## config.mk

```make
export PLATFORM = sky130hd
export DESIGN_NAME = regfile_param
export DESIGN_NICKNAME = d
export VERILOG_FILES = /design/src/rtl/regfile_param.sv
export SDC_FILE = /design/constraint.sdc
export NUM_CORES = 1
export LEC_CHECK = 0
export CAP_MARGIN = 30
export CORE_MARGIN = 2
export CORE_UTILIZATION = 45
export CTS_BUF_LIST = sky130_fd_sc_hd__clkbuf_4 sky130_fd_sc_hd__clkbuf_8
export CTS_CLUSTER_SIZE = 25
export DETAILED_ROUTE_END_ITERATION = 6
export PLACE_DENSITY = 0.77
export RECOVER_POWER = 25
export SYNTH_ARGS = -nofsm -noshare
export SYNTH_HDL_FRONTEND = slang
export SYNTH_SLANG_ARGS = --single-unit
export TNS_END_PERCENT = 10
```

## constraint.sdc

```tcl
create_clock -name clk -period 2.4 [get_ports clk]
set_clock_uncertainty 0.05 [all_clocks]
set_input_delay 0.36 -clock clk [delete_from_list [all_inputs] [get_ports clk]]
set_output_delay 0.36 -clock clk [all_outputs]
set_load 0.03 [all_outputs]
```

## src/rtl/regfile_param.sv

```systemverilog
// -----------------------------------------------------------------------------
// regfile_param
//
// Parametrised datapath register file. It has two registered read ports
// (port 2 can take an immediate instead), one gated write port, a hard-wired
// zero register, a sequential bulk-clear engine and a write-drop status pulse.
//
// Parameters
//   DATA_W  register / data width in bits
//   ADDR_W  register address width; depth = 2**ADDR_W, instruction = 3*ADDR_W
//
// Ports
//   clk          system clock, all state updates on the rising edge
//   rst          asynchronous active-high reset
//   reg_write    write enable
//   reg_store    register-store qualifier (a write needs both enables)
//   alu_src      0: port 2 reads a register, 1: port 2 takes the immediate
//   overflow     ALU overflow flag, suppresses the write
//   instruction  {rs1, rs2/immediate, rd}
//   write_data   data to write to rd
//   clear_req    single-cycle request to zero the whole file
//   busy         high while the clear engine sweeps the file
//   reg_out1     registered operand 1
//   reg_out2     registered operand 2 (register or immediate)
//   write_drop   one-cycle pulse: a requested write was discarded
//
// Build option
//   REGFILE_FORWARD_EN  when defined, reads are write-first: a committing write
//                       and the address being swept by the clear engine are
//                       visible on the read ports in the same cycle. When
//                       undefined, reads return the pre-edge array contents.
// -----------------------------------------------------------------------------
module regfile_param #(
  parameter int DATA_W = 4,
  parameter int ADDR_W = 4
) (
  input  logic                  clk,
  input  logic                  rst,
  input  logic                  reg_write,
  input  logic                  reg_store,
  input  logic                  alu_src,
  input  logic                  overflow,
  input  logic [3*ADDR_W-1:0]   instruction,
  input  logic [DATA_W-1:0]     write_data,
  input  logic                  clear_req,
  output logic                  busy,
  output logic [DATA_W-1:0]     reg_out1,
  output logic [DATA_W-1:0]     reg_out2,
  output logic                  write_drop
);

  localparam int DEPTH = 2 ** ADDR_W;

  typedef enum logic {
    S_IDLE  = 1'b0,
    S_CLEAR = 1'b1
  } state_t;

  state_t              r_state;
  state_t              w_state_next;
  logic [ADDR_W-1:0]   r_clr_cnt;
  logic [ADDR_W-1:0]   w_clr_cnt_next;

  logic [DATA_W-1:0]   r_regs [DEPTH];
  logic [DATA_W-1:0]   r_out1;
  logic [DATA_W-1:0]   r_out2;
  logic                r_write_drop;

  logic [ADDR_W-1:0]   w_rs1;
  logic [ADDR_W-1:0]   w_rs2;
  logic [ADDR_W-1:0]   w_rd;
  logic                w_wr_req;
  logic                w_wr_commit;
  logic                w_clearing;
  logic                w_clear_last;
  logic [DATA_W+ADDR_W-1:0] w_imm_wide;
  logic [DATA_W-1:0]   w_imm;
  logic [DATA_W-1:0]   w_rd1_data;
  logic [DATA_W-1:0]   w_rd2_data;

  // ---------------------------------------------------------------------------
  // Instruction decode
  // ---------------------------------------------------------------------------
  assign w_rs1 = instruction[3*ADDR_W-1:2*ADDR_W];
  assign w_rs2 = instruction[2*ADDR_W-1:ADDR_W];
  assign w_rd  = instruction[ADDR_W-1:0];

  // Zero-extend into a vector wide enough for either case, then keep the low
  // DATA_W bits: this extends when DATA_W > ADDR_W and truncates otherwise,
  // without a zero-width replication when the widths match.
  assign w_imm_wide = {{DATA_W{1'b0}}, w_rs2};
  assign w_imm      = w_imm_wide[DATA_W-1:0];

  assign w_clearing   = (r_state == S_CLEAR);
  assign w_clear_last = (r_clr_cnt == ADDR_W'(DEPTH - 1));

  // The write port is closed for the whole sweep so a sweep write and a
  // data write never target the array on the same edge.
  assign w_wr_req    = reg_write & reg_store;
  assign w_wr_commit = w_wr_req & (w_rd != '0) & ~overflow & ~w_clearing;

  // ---------------------------------------------------------------------------
  // Clear engine
  // ---------------------------------------------------------------------------
  always_ff @(posedge clk or posedge rst) begin
    if (rst) begin
      r_state   <= S_IDLE;
      r_clr_cnt <= '0;
    end else begin
      r_state   <= w_state_next;
      r_clr_cnt <= w_clr_cnt_next;
    end
  end

  always_comb begin
    w_state_next   = r_state;
    w_clr_cnt_next = r_clr_cnt;
    case (r_state)
      S_IDLE: begin
        // Register 0 is hard-wired, so the sweep starts at address 1.
        if (clear_req) begin
          w_state_next   = S_CLEAR;
          w_clr_cnt_next = ADDR_W'(1);
        end
      end
      S_CLEAR: begin
        // Leave on the edge that clears the last address; the counter is
        // parked at 0 instead of wrapping. clear_req is ignored here.
        if (w_clear_last) begin
          w_state_next   = S_IDLE;
          w_clr_cnt_next = '0;
        end else begin
          w_clr_cnt_next = r_clr_cnt + ADDR_W'(1);
        end
      end
      default: begin
        w_state_next   = S_IDLE;
        w_clr_cnt_next = '0;
      end
    endcase
  end

  assign busy = w_clearing;

  // ---------------------------------------------------------------------------
  // Register array. Address 0 is never written (rd != 0 on commit and the
  // sweep starts at 1), so it stays at its reset value of zero.
  // ---------------------------------------------------------------------------
  always_ff @(posedge clk or posedge rst) begin
    if (rst) begin
      for (int i = 0; i < DEPTH; i++) begin
        r_regs[i] <= '0;
      end
    end else begin
      if (w_wr_commit) begin
        r_regs[w_rd] <= write_data;
      end
      if (w_clearing) begin
        r_regs[r_clr_cnt] <= '0;
      end
    end
  end

  // ---------------------------------------------------------------------------
  // Read ports
  // ---------------------------------------------------------------------------
  always_comb begin
    w_rd1_data = r_regs[w_rs1];
`ifdef REGFILE_FORWARD_EN
    // Commit and sweep are mutually exclusive, so at most one bypass applies.
    if (w_wr_commit && (w_rs1 == w_rd)) begin
      w_rd1_data = write_data;
    end
    if (w_clearing && (w_rs1 == r_clr_cnt)) begin
      w_rd1_data = '0;
    end
`endif
    if (w_rs1 == '0) begin
      w_rd1_data = '0;
    end
  end

  always_comb begin
    w_rd2_data = r_regs[w_rs2];
`ifdef REGFILE_FORWARD_EN
    if (w_wr_commit && (w_rs2 == w_rd)) begin
      w_rd2_data = write_data;
    end
    if (w_clearing && (w_rs2 == r_clr_cnt)) begin
      w_rd2_data = '0;
    end
`endif
    if (w_rs2 == '0) begin
      w_rd2_data = '0;
    end
    if (alu_src) begin
      w_rd2_data = w_imm;
    end
  end

  always_ff @(posedge clk or posedge rst) begin
    if (rst) begin
      r_out1       <= '0;
      r_out2       <= '0;
      r_write_drop <= 1'b0;
    end else begin
      r_out1       <= w_rd1_data;
      r_out2       <= w_rd2_data;
      // A requested write that does not commit: rd = 0, overflow, or sweep.
      r_write_drop <= w_wr_req & ~w_wr_commit;
    end
  end

  assign reg_out1   = r_out1;
  assign reg_out2   = r_out2;
  assign write_drop = r_write_drop;

endmodule

```

* Word-level counts from Yosys, hierarchy flattened
Index checks and enable logic that the tools add are counted.
** Operators by class
- Add/subtract/negate cells :: 1
- $mul :: 0
- Div/mod/pow operators :: 0
- Order comparisons :: 6
- Equality and inequality tests :: 2
- Shift-type cells :: 0
- Muxes and demuxes :: 22
- Bitwise operators :: 14
- Reduce and logical (&&, ||, !) cells :: 5
** Operators with widths (count)
- 64-bit 2-to-1 mux :: 2
- 64-bit AND :: 1
- 64-bit bitwise mux :: 1
- 64-bit inverter :: 1
- 4-bit 2-to-1 mux :: 11
- 4-bit binary-select mux with 4-bit select :: 2
- 4-bit demux with 4-bit select :: 2
- 5-bit >= comparator, second input constant :: 4
- 4-bit inverter with 5-bit output :: 4
- 5-bit by 1-bit less-than comparator with 1-bit output, second input constant :: 2
- 4-bit logical NOT :: 2
- 4-bit one-hot mux with 2 select lines :: 1
- 1-bit AND :: 5
- 4-bit by 1-bit adder with 4-bit output, second input constant :: 1
- 4-bit equality test, second input constant :: 1
- 4-bit nonzero test :: 1
- 1-bit inverter :: 3
- 1-bit logical AND :: 2
- 1-bit 2-to-1 mux :: 2
- 2-bit != test, second input constant :: 1
- 1-bit one-hot mux with 2 select lines :: 1
** Storage, ports and cells
- Register bits after elaboration :: 78
- Bits in latches :: 0
- RAM bits :: 0
- Bits in read-only memories :: 0
- Output and inout bits :: 10
- Logic and storage cells :: 71
- Memories kept :: 0

* Depth between registers and ports, before layout
Gate-level depths: netlist of run 1.
- Depth in word-level cells :: 9
- Mapped depth :: 6

* Worst setup path before layout of run 1
No wires, ideal clock.
- Path type :: register -> register
- Start :: register r_state, in the netlist busy
- End :: register r_regs[0] in the netlist's numbering
- Arrival time :: 1.663 ns
- Data required time :: 2.219 ns
- Path slack :: 0.556 ns
- Cell stages (with the launch flop) :: 6
- Path buffers :: 1
- Cell sequence :: dfrtp_1 nand4bb_4 or4_4 buf_6 mux2i_1 nor2_1
** Between the ends
- Longest elaborated chain between the ends :: 5
** Ends and longest elaborated chain
- start: declaration :: line 59 : state_t r_state;
- start signal: assignment :: line 110 : r_state <= w_state_next;
- 1-bit inverter
- 1-bit AND :: line 100 : assign w_wr_commit = w_wr_req & (w_rd != '0) & ~overflow & ~w_clearing;
- 64-bit 2-to-1 mux :: line 155 : if (w_wr_commit) begin
- 64-bit AND (no source line)
- 64-bit 2-to-1 mux * :: line 158 : if (w_clearing) begin
- end signal: indexed assignment :: line 156 : r_regs[w_rd] <= write_data;
- end: declaration :: line 64 : logic [DATA_W-1:0] r_regs [DEPTH];
Mark *: on every way between the ends. The rest lies on a longest branch, timed or not.
A chain may end at the register's enable or synchronous reset.

* Worst setup path after layout of run 1
- Start :: register r_state, in the netlist busy
- End :: output busy
** RTL lines
- end: declaration :: line 46 : output logic busy,
No word-level cell between the ends.

==> results.py, run 1 <==
metrics = {
    "clocking": {
        "cts-root-buf": "clkbuf_8",
        "post_cts_resized": 0,
        "cts_buffer_depth": 2,
        "clock_sinks": 77,
        "clock_latency_ns": 0.37,
        "clk_pin_slew_ns": 0.09,
        "htreeDepth": 3,
        "cts_made_buffers": 9,
        "postCtsHoldBufs": 0,
        "cts_setup_buffers": 0,
        "cts_tree": "yes",
    },
    "final_layout": {
        "finalNonFillerCells": 549,
        "final_cell_mix": "79 x nor2_1, 77 x dfrtp_1, 67 x mux2i_1, 31 x clkdlybuf4s50_1, 26 x mux4_2",
        "finalNetCount": 442,
        "synthToLayoutAreaGrowth_pct": 15.41,
        "final_common_cell": "nor2_1",
        "layout-drive-gt1-share_pct": 16.19,
        "n_antenna_cell": 0,
        "postLayoutCoreUtil_pct": 53.91,
    },
    "sta": {
        "setup_viol": 0,
        "tns_ns": 0,
        "tightest_slew_ns": 1.076,
        "rsz0062_at_grt": "no",
        "hold_viol": 0,
        "fmax_ghz": 0.4985,
        "slew_viol_final": 0,
        "fin_crit_sh_pct": 83.58,
        "min_period_ns": 2.006,
        "setup_slack_ns": 0.3940,
        "slew_headroom_pct": 28.25,
    },
    "power": {
        "clockPowerShare_pct": 29.7,
        "ir_worst_vdd_v": 0.0004666,
        "p_int_mw": 2.041,
        "p_switching_mw": 1.089,
        "seq_power_share_pct": 47.7,
        "p_comb_share_pct": 22.6,
        "swShare_pct": 34.78,
        "leakagePower_nw": 2.583,
        "power_density_mw_per_mm2": 625.4,
    },
    "global_route": {
        "grt_max_degree": 78,
        "grtUsageTotal_pct": 23.44,
        "grt_pass1_wl_um": 17960,
        "grt_pass1_vias": 3198,
        "antenna_found_initial": 0,
        "grt_overflow": 0,
    },
    "critical_path": {
        "cpMaxStageDelayCell": "clkdlybuf4s50_1",
        "slowest_delay_ns": 0.73,
        "startpoint_type": "flip-flop",
        "arrival_ns": 1.60,
        "end_kind": "primary output",
        "cp_num_buf_inv": 1,
        "required_ns": 1.99,
        "cp_max_fo": 9,
        "criticalPathCategory": "flip-flop to primary output",
        "path_delay_family": "buffers and inverters",
        "worstPathCellList": "clkdlybuf4s50_1",
    },
    "logic_synthesis": {
        "netlist_area_mm2": 0.004337,
        "synth_nets": 408,
        "synth-compound-area-share_pct": 5.251,
        "yosysSeqAreaShare_pct": 44.43,
        "synth-simple-area-share_pct": 15.26,
        "synth_top_area_share_pct": 44.43,
        "synthXorXnorAreaFrac_pct": 0,
        "yosys-top-cells-area": "dfrtp_1 44%, mux2i_1 15%, mux4_2 14%",
        "yosys_warnings": 0,
        "synth-seq-cells": 77,
        "syn_inst": 381,
        "synth-edff-count": 0,
        "async_flop_share_pct": 100.0,
        "synthAdderAreaFrac_pct": 1.154,
        "synth_area_per_cell_um2": 11.38,
        "synth_top_family_by_area": "multiplexers",
        "synthDistinctLibCells": 37,
        "synth_mux_area_share_pct": 30.78,
        "yosys.area.top_type": "dfrtp_1",
        "synth_flop_cell": "dfrtp_1",
    },
    "route": {
        "dr.pass1.iters": 5,
        "drt_iter0_markers": 307,
        "finalWirelength_um": 11330,
        "ant_nets": 0,
        "num_vias": 3285,
        "drc": 0,
        "vias_per_cell": 5.984,
        "routedWlPerCell_um": 20.64,
    },
    "place": {
        "io_buffers": 32,
        "hpwl_um": 8328,
        "dp_slack_ns": 0.1522,
        "gp_congestion": 0.9221,
        "placed_cells": 533,
    },
    "floorplan": {
        "die_w_um": 102.2,
        "die_area_mm2": 0.01044,
        "rows": 35,
        "initial_utilization_pct": 46.71,
        "ios": 33,
        "die_h_um": 102.2,
        "coreArea_mm2": 0.009284,
    },
    "hold_path": {
        "min_path_type": "flip-flop to flip-flop",
    },
    "job": {
        "drv_cap": 0,
    },
    "run_status": {
        "status": "complete, no violations",
    },
}
==> cell families (layout without fill, tap and decap cells) <==
family                     count (synthesis)  in the layout
AOI/OAI and AO/OA                         35             35
adders and majority gates                  4              4
buffers and inverters                     30             69
DFF                                       77             77
muxes                                    100            100
and+or+nand+nor                          135            135
==> sequential cells by signal, indices dropped and copies added, names as in the netlist <==
name	cells
busy	1
r_clr_cnt	4
r_regs	63
reg_out1	4
reg_out2	4
write_drop	1
==> power by group through the flow <==
stage          logic, mW  clock network, mW  registers [mW]
2_1_floorplan      0.481                  0            1.48
5_1_grt            0.786               1.01            1.50
3_5_place_dp       0.704                  0            1.51
4_1_cts            0.708              0.937            1.49
3_3_place_gp       0.681                  0            1.51
6_report           0.708              0.930            1.49
==> final timing paths <==
| kind | start | slack (ns) | end | cells after the start |
|---|---|---|---|---|
| hold reg to reg | r_regs[60]$_DFF_PP0_ | 0.47 | r_regs[60]$_DFF_PP0_ | 1 |
| max in group asynchronous | rst | 0.87 | r_regs[51]$_DFF_PP0_ | 3 |
| hold / removal | r_regs[60]$_DFF_PP0_ | 0.47 | r_regs[60]$_DFF_PP0_ | 1 |
| setup reg to reg | busy$_DFF_PP0_ | 0.48 | r_regs[46]$_DFF_PP0_ | 4 |
| setup / recovery | busy$_DFF_PP0_ | 0.39 | busy | 1 |
| min in group asynchronous | rst | 0.72 | write_drop$_DFF_PP0_ | 3 |
==> per-layer routing <==
metal / vias up / GRT usage [%] / share of wire (%) / routed length (um)
met5: - / 0 / 0 / 0
met4: 0 / 6.974 / 2.3 / 261
met3: 26 / 6.224 / 8.4 / 954
met2: 177 / 36.44 / 48 / 5483
met1: 1632 / 32.61 / 41 / 4630
li1: 1450 / - / - / -
==> Yosys cell counts, types with 2 or more instances <==
library cell	instances
nor2_1	79
dfrtp_1	77
mux2i_1	67
mux4_2	26
nand2_1	15
a21oi_1	14
clkbuf_1	10
buf_2	9
nor2b_1	9
nand2b_1	8
inv_1	7
mux2_2	7
nand4_1	7
nand3_1	6
a221o_1	5
o21ai_0	5
ha_1	4
nor3_1	3
o31ai_1	3
a211oi_1	2
nor4_4	2
==> metrics by stage <==
step	power (mW)	instance area, um^2	hold slack, ns
after detailed placement	2.218	4836	0.4511
after floorplan	1.965	4337	0.3963
after CTS	3.134	5017	0.3571
final	3.130	5005	0.4698
after global routing	3.299	5005	0.4787
after global placement	2.187	4836	0.4459
==> cell type report <==
cell class | count | area (um^2)
Inverter | 8 | 30.03
Tap cell | 129 | 161.4
Clock inverter | 7 | 57.56
Clock buffer | 9 | 123.9
Sequential cell | 77 | 1927
Timing Repair Buffer | 45 | 430.4
Fill cell | 809 | 4279
Multi-Input combinational cell | 274 | 2275
(Power assumes the default switching activity.)
==> run 2, diff against run 1 <==
PLACE_DENSITY = 0.74   (was 0.77)
clock period = 2 ns   (was 2.4 ns; I/O delays follow)
==> run 2 against run 1 <==
Compared with the run above:
- total power up 24%
- die area unchanged
- cell count up 3.6%
- sequential cell count is the same
- critical endpoint is now r_regs[19]$_DFF_PP0_
- core utilization grew 2.0 points
- critical path type is now flip-flop to flip-flop
- combinational power increased by 21%
- sequential power up 20%
- count of clock-buffer cells in the layout up 1
==> results.py, run 2 (synthesis gave the netlist of run 1 again) <==
metrics = {
    "global_route": {
        "antenna_found_initial": 0,
        "grt_overflow": 0,
        "grt_max_degree": 78,
        "grtUsageTotal_pct": 23.60,
        "grt_pass1_wl_um": 18130,
        "grt_pass1_vias": 3314,
    },
    "sta": {
        "whs_ns": 0.4670,
        "fin_crit_sh_pct": 90.57,
        "tightest_slew_ns": 1.071,
        "rsz0062_at_grt": "no",
        "setup_viol": 0,
        "tns_ns": 0,
        "setup_slack_ns": 0.1886,
        "hold_viol": 0,
        "min_period_ns": 1.811,
        "fmax_ghz": 0.5521,
        "slew_viol_final": 0,
        "slew_headroom_pct": 28.63,
    },
    "critical_path": {
        "cp_num_buf_inv": 1,
        "arrival_ns": 1.99,
        "critPathLaunch": "busy$_DFF_PP0_",
        "end_kind": "flip-flop",
        "path_delay_family": "simple AND/OR/NAND/NOR gates",
        "required_ns": 2.18,
        "criticalPathCategory": "flip-flop to flip-flop",
        "reg2reg_from": "busy$_DFF_PP0_",
        "slowest_delay_ns": 0.49,
        "worstPathCellList": "nand4bb_4 -> buf_4 -> nor4_4 -> mux2i_1 -> nor2_1",
        "startpoint_type": "flip-flop",
        "cpMaxStageDelayCell": "dfrtp_1",
        "cp_max_fo": 10,
    },
    "final_layout": {
        "largest_reg_flops": 63,
        "n_antenna_cell": 0,
        "final_cell_mix": "79 x nor2_1, 77 x dfrtp_1, 67 x mux2i_1, 31 x buf_4, 30 x clkdlybuf4s50_1",
        "top_register": "r_regs",
        "finalNetCount": 462,
        "multi_input_area_mm2": 0.002275,
        "final_common_cell": "nor2_1",
        "layout-drive-gt1-share_pct": 20.23,
        "synthToLayoutAreaGrowth_pct": 19.62,
        "num-fill-cells": 820,
        "final_area_mm2": 0.005187,
        "seqCellArea_mm2": 0.001927,
    },
    "floorplan": {
        "ios": 33,
        "die_w_um": 102.2,
        "rows": 35,
        "die_h_um": 102.2,
        "initial_utilization_pct": 46.71,
        "coreArea_mm2": 0.009284,
        "die_area_mm2": 0.01044,
    },
    "place": {
        "hpwl_um": 8668,
        "gp_congestion": 0.9842,
        "io_buffers": 32,
        "dp_slack_ns": -0.08308,
        "dpl_cell_area_mm2": 0.004990,
    },
    "power": {
        "power_density_mw_per_mm2": 747.1,
        "seq_power_share_pct": 46.2,
        "p_int_mw": 2.613,
        "p_switching_mw": 1.263,
        "total_power_mw": 3.875,
        "p_comb_share_pct": 22.1,
        "clockPowerShare_pct": 31.7,
        "swShare_pct": 32.59,
        "ir_worst_vdd_v": 0.0003467,
        "leakagePower_nw": 2.679,
    },
    "clocking": {
        "clk_pin_slew_ns": 0.09,
        "cts_buffer_depth": 2,
        "cts-root-buf": "clkbuf_8",
        "cts_setup_buffers": 0,
        "cts_tree": "yes",
        "htreeDepth": 3,
        "cts_made_buffers": 9,
        "clock_sinks": 77,
        "clock_latency_ns": 0.36,
    },
    "route": {
        "drt_iter0_markers": 264,
        "dr.pass1.iters": 6,
        "routedWlPerCell_um": 19.73,
        "finalWirelength_um": 11230,
        "vias_per_cell": 5.849,
        "ant_nets": 0,
        "drc": 0,
        "num_vias": 3328,
    },
    "hold_path": {
        "min_path_type": "flip-flop to flip-flop",
        "holdCritStartpoint": "r_regs[60]$_DFF_PP0_",
    },
    "run_status": {
        "status": "complete, no violations",
    },
    "job": {
        "drv_cap": 0,
    },
}
==> run 2: changes by cell type in the layout (fill, tap and decap cells not counted), sizes merged <==
cell,previous run,this run
clkinv,4,1
dlymetal6s2s,0,1
inv,9,8
clkdlybuf4s50,31,30
buf,12,32
bufinv,0,1
clkbuf,10,11
clkinvlp,2,4
==> run 2: worst paths after layout <==
check | end | slack [ns] | cells past startpoint
min in group asynchronous | busy$_DFF_PP0_ | 0.71 | 3
max reg2reg | r_regs[19]$_DFF_PP0_ | 0.19 | 5
max | r_regs[19]$_DFF_PP0_ | 0.19 | 5
min | r_regs[60]$_DFF_PP0_ | 0.47 | 1
max in group asynchronous | r_regs[28]$_DFF_PP0_ | 0.46 | 3
min reg2reg | r_regs[60]$_DFF_PP0_ | 0.47 | 1
==> run 2: layer usage <==
metal  vias up  GRT usage (%)  part of all wire (%)
met3        37          4.856                   7.8
met1      1625          32.94                    43
met5         -              0                     0
met2       178          36.29                    46
li1       1488              -                     -
met4         0          9.846                   3.3
==> run 2: what timing repair did <==
action / in CTS / in global routing
resized for setup: 0 / 1
endpoints found under the setup margin: 0 / 1
hold buffers: 0 / 0
hold endpoints to repair: 0 / 0
==> run 2: power groups by stage <==
| stage | registers, mW | clock network (mW) | logic, mW |
|---|---|---|---|
| after floorplan | 1.78 | 0 | 0.578 |
| after global placement | 1.81 | 0 | 0.835 |
| after detailed placement | 1.82 | 0 | 0.857 |
| after CTS | 1.79 | 1.25 | 0.860 |
| after global routing | 1.81 | 1.29 | 0.959 |
| final | 1.79 | 1.23 | 0.855 |
==> run 2: cell type report <==
cell class | instances | area share, %
Clock buffer | 10 | 2.653
Clock inverter | 6 | 1.351
Inverter | 8 | 0.6512
Multi-Input combinational cell | 274 | 43.85
Sequential cell | 77 | 37.14
Tap cell | 129 | 3.111
Timing Repair Buffer | 65 | 11.24
==> run 2: per-stage QoR <==
step           std cells  util, %
3_5_place_dp         553    53.75
3_3_place_gp         553    53.75
4_1_cts              569    55.98
6_report             569    55.88
2_1_floorplan        381        -
5_1_grt              569    55.88
==> run 3, diff against run 2 <==
CORE_UTILIZATION = 35   (was 45)
PLACE_DENSITY = 0.5   (was 0.74)
==> run 3 against run 2 <==
Compared with the run above:
- hold slack lost 0.039 ns
- count of clock-buffer cells in the layout grew 2
- register-to-register slack gained 0.17 ns
- sequential share of layout area shrank 1.0 points
- final area grew 2.8%
- combinational power grew 6.5%
- largest cell class unchanged
- highest routed layer unchanged
==> results.py, run 3 (synthesis gave the netlist of run 1 again) <==
metrics = {
    "floorplan": {
        "die_area_mm2": 0.01330,
        "die_w_um": 115.3,
        "rows": 40,
        "die_h_um": 115.3,
        "coreArea_mm2": 0.01206,
        "ios": 33,
        "initial_utilization_pct": 35.95,
    },
    "sta": {
        "fmax_ghz": 0.5605,
        "setup_viol": 0,
        "hold_viol": 0,
        "rsz0062_at_grt": "no",
        "slew_headroom_pct": 48.75,
        "tns_ns": 0,
        "fin_crit_sh_pct": 89.20,
        "min_period_ns": 1.784,
        "slew_viol_final": 0,
        "tightest_slew_ns": 0.7645,
    },
    "final_layout": {
        "final_area_mm2": 0.005333,
        "largest_reg_flops": 63,
        "final_common_cell": "nor2_1",
        "layout-drive-gt1-share_pct": 21.65,
        "finalNetCount": 470,
        "final_cell_mix": "79 x nor2_1, 77 x dfrtp_1, 67 x mux2i_1, 34 x buf_4, 31 x clkdlybuf4s50_1",
        "top_register": "r_regs",
        "finalNonFillerCells": 616,
        "synthToLayoutAreaGrowth_pct": 22.97,
        "n_antenna_cell": 0,
    },
    "clocking": {
        "postCtsHoldBufs": 0,
        "cts-root-buf": "clkbuf_8",
        "clock_latency_ns": 0.36,
        "post_cts_resized": 0,
        "clock_sinks": 77,
        "cts_made_buffers": 9,
        "clk_pin_slew_ns": 0.08,
        "cts_buffer_depth": 2,
        "cts_tree": "yes",
        "htreeDepth": 3,
        "cts_setup_buffers": 0,
    },
    "power": {
        "power_density_mw_per_mm2": 757.1,
        "leakagePower_nw": 2.745,
        "total_power_mw": 4.038,
        "ir_worst_vdd_v": 0.0003637,
    },
    "critical_path": {
        "startpoint_type": "flip-flop",
        "cp_max_fo": 4,
        "slowest_delay_ns": 0.69,
        "r2r-end": "r_regs[3]$_DFF_PP0_",
        "critPathLaunch": "busy$_DFF_PP0_",
        "endpoint": "busy",
        "worstPathCellList": "clkdlybuf4s50_1",
        "path_delay_family": "buffers and inverters",
        "reg2reg_from": "busy$_DFF_PP0_",
        "criticalPathCategory": "flip-flop to primary output",
        "end_kind": "primary output",
        "arrival_ns": 1.43,
        "r2r_cells": 4,
        "cpMaxStageDelayCell": "clkdlybuf4s50_1",
        "cp_num_buf_inv": 1,
        "cp_num_cells": 1,
        "r2r_setup_slack_ns": 0.36,
        "required_ns": 1.65,
    },
    "hold_path": {
        "min_path_type": "input port to asynchronous set/reset pin",
    },
    "place": {
        "dpl_cell_area_mm2": 0.005161,
        "io_buffers": 32,
        "gp_congestion": 0.8661,
        "hpwl_um": 9298,
        "placed_cells": 600,
    },
    "route": {
        "dr.pass1.iters": 5,
        "drt_iter0_markers": 228,
        "ant_nets": 0,
        "routedWlPerCell_um": 19.34,
        "finalWirelength_um": 11910,
        "vias_per_cell": 5.256,
        "num_vias": 3238,
        "drc": 0,
    },
    "global_route": {
        "grt_overflow": 0,
        "grt_pass1_vias": 3220,
        "grt_max_degree": 24,
        "grt_pass1_wl_um": 19070,
        "grtUsageTotal_pct": 19.34,
        "antenna_found_initial": 0,
    },
    "run_status": {
        "status": "complete, no violations",
    },
    "job": {
        "drv_cap": 0,
    },
}
## run 3: cell count changes in the layout (fill, tap and decap cells not counted), sizes merged
cell	change
bufinv	+1
clkdlybuf4s50	+1
clkinvlp	-2
buf	+6
inv	-1
clkbuf	+4
dlymetal6s2s	-1
## run 3: worst min-delay path by stage
stage,end,start,cells after the start,slack [ns]
final,r_regs[55]$_DFF_PP0_,rst,2,0.43
after detailed placement,r_regs[62]$_DFF_PP0_,r_regs[62]$_DFF_PP0_,1,0.44
after CTS,r_regs[55]$_DFF_PP0_,rst,2,0.25
after global routing,r_regs[52]$_DFF_PP0_,rst,2,0.48
after floorplan,r_clr_cnt[1]$_DFFE_PP0P_,clear_req,1,0.34
after global placement,r_regs[62]$_DFF_PP0_,r_regs[62]$_DFF_PP0_,1,0.44
## run 3: cell type report
class	instances	area (um^2)
sequential	77	1927
clock buffer	12	146.4
multi-input combinational	274	2275
inverter	8	31.28
fill	1144	6729
tap	168	210.2
timing repair buffer	73	670.6
clock inverter	4	72.57
## run 3: per-layer routing
metal	global-route usage, %	part of all wire, %	up-vias
li1	-	-	1501
met1	28.31	49	1622
met2	29.32	45	99
met3	3.268	4.7	16
met4	6.104	1.8	0
met5	0	0	-
## run 3: power by group
group / internal, mW / switching [mW]
Sequential: 1.66 / 0.123
Clock: 0.744 / 0.602
Combinational: 0.371 / 0.540
Total: 2.77 / 1.27
## run 3: through the flow
stage               worst slack, ns  util, %  hold slack, ns
finish                       0.2159    44.21          0.4283
global route                 0.1517    44.21          0.4778
CTS                          0.1879    44.61          0.2522
detailed placement          -0.1397    42.79          0.4376
global placement           -0.09268    42.79          0.4353
floorplan                    0.1556        -          0.3363
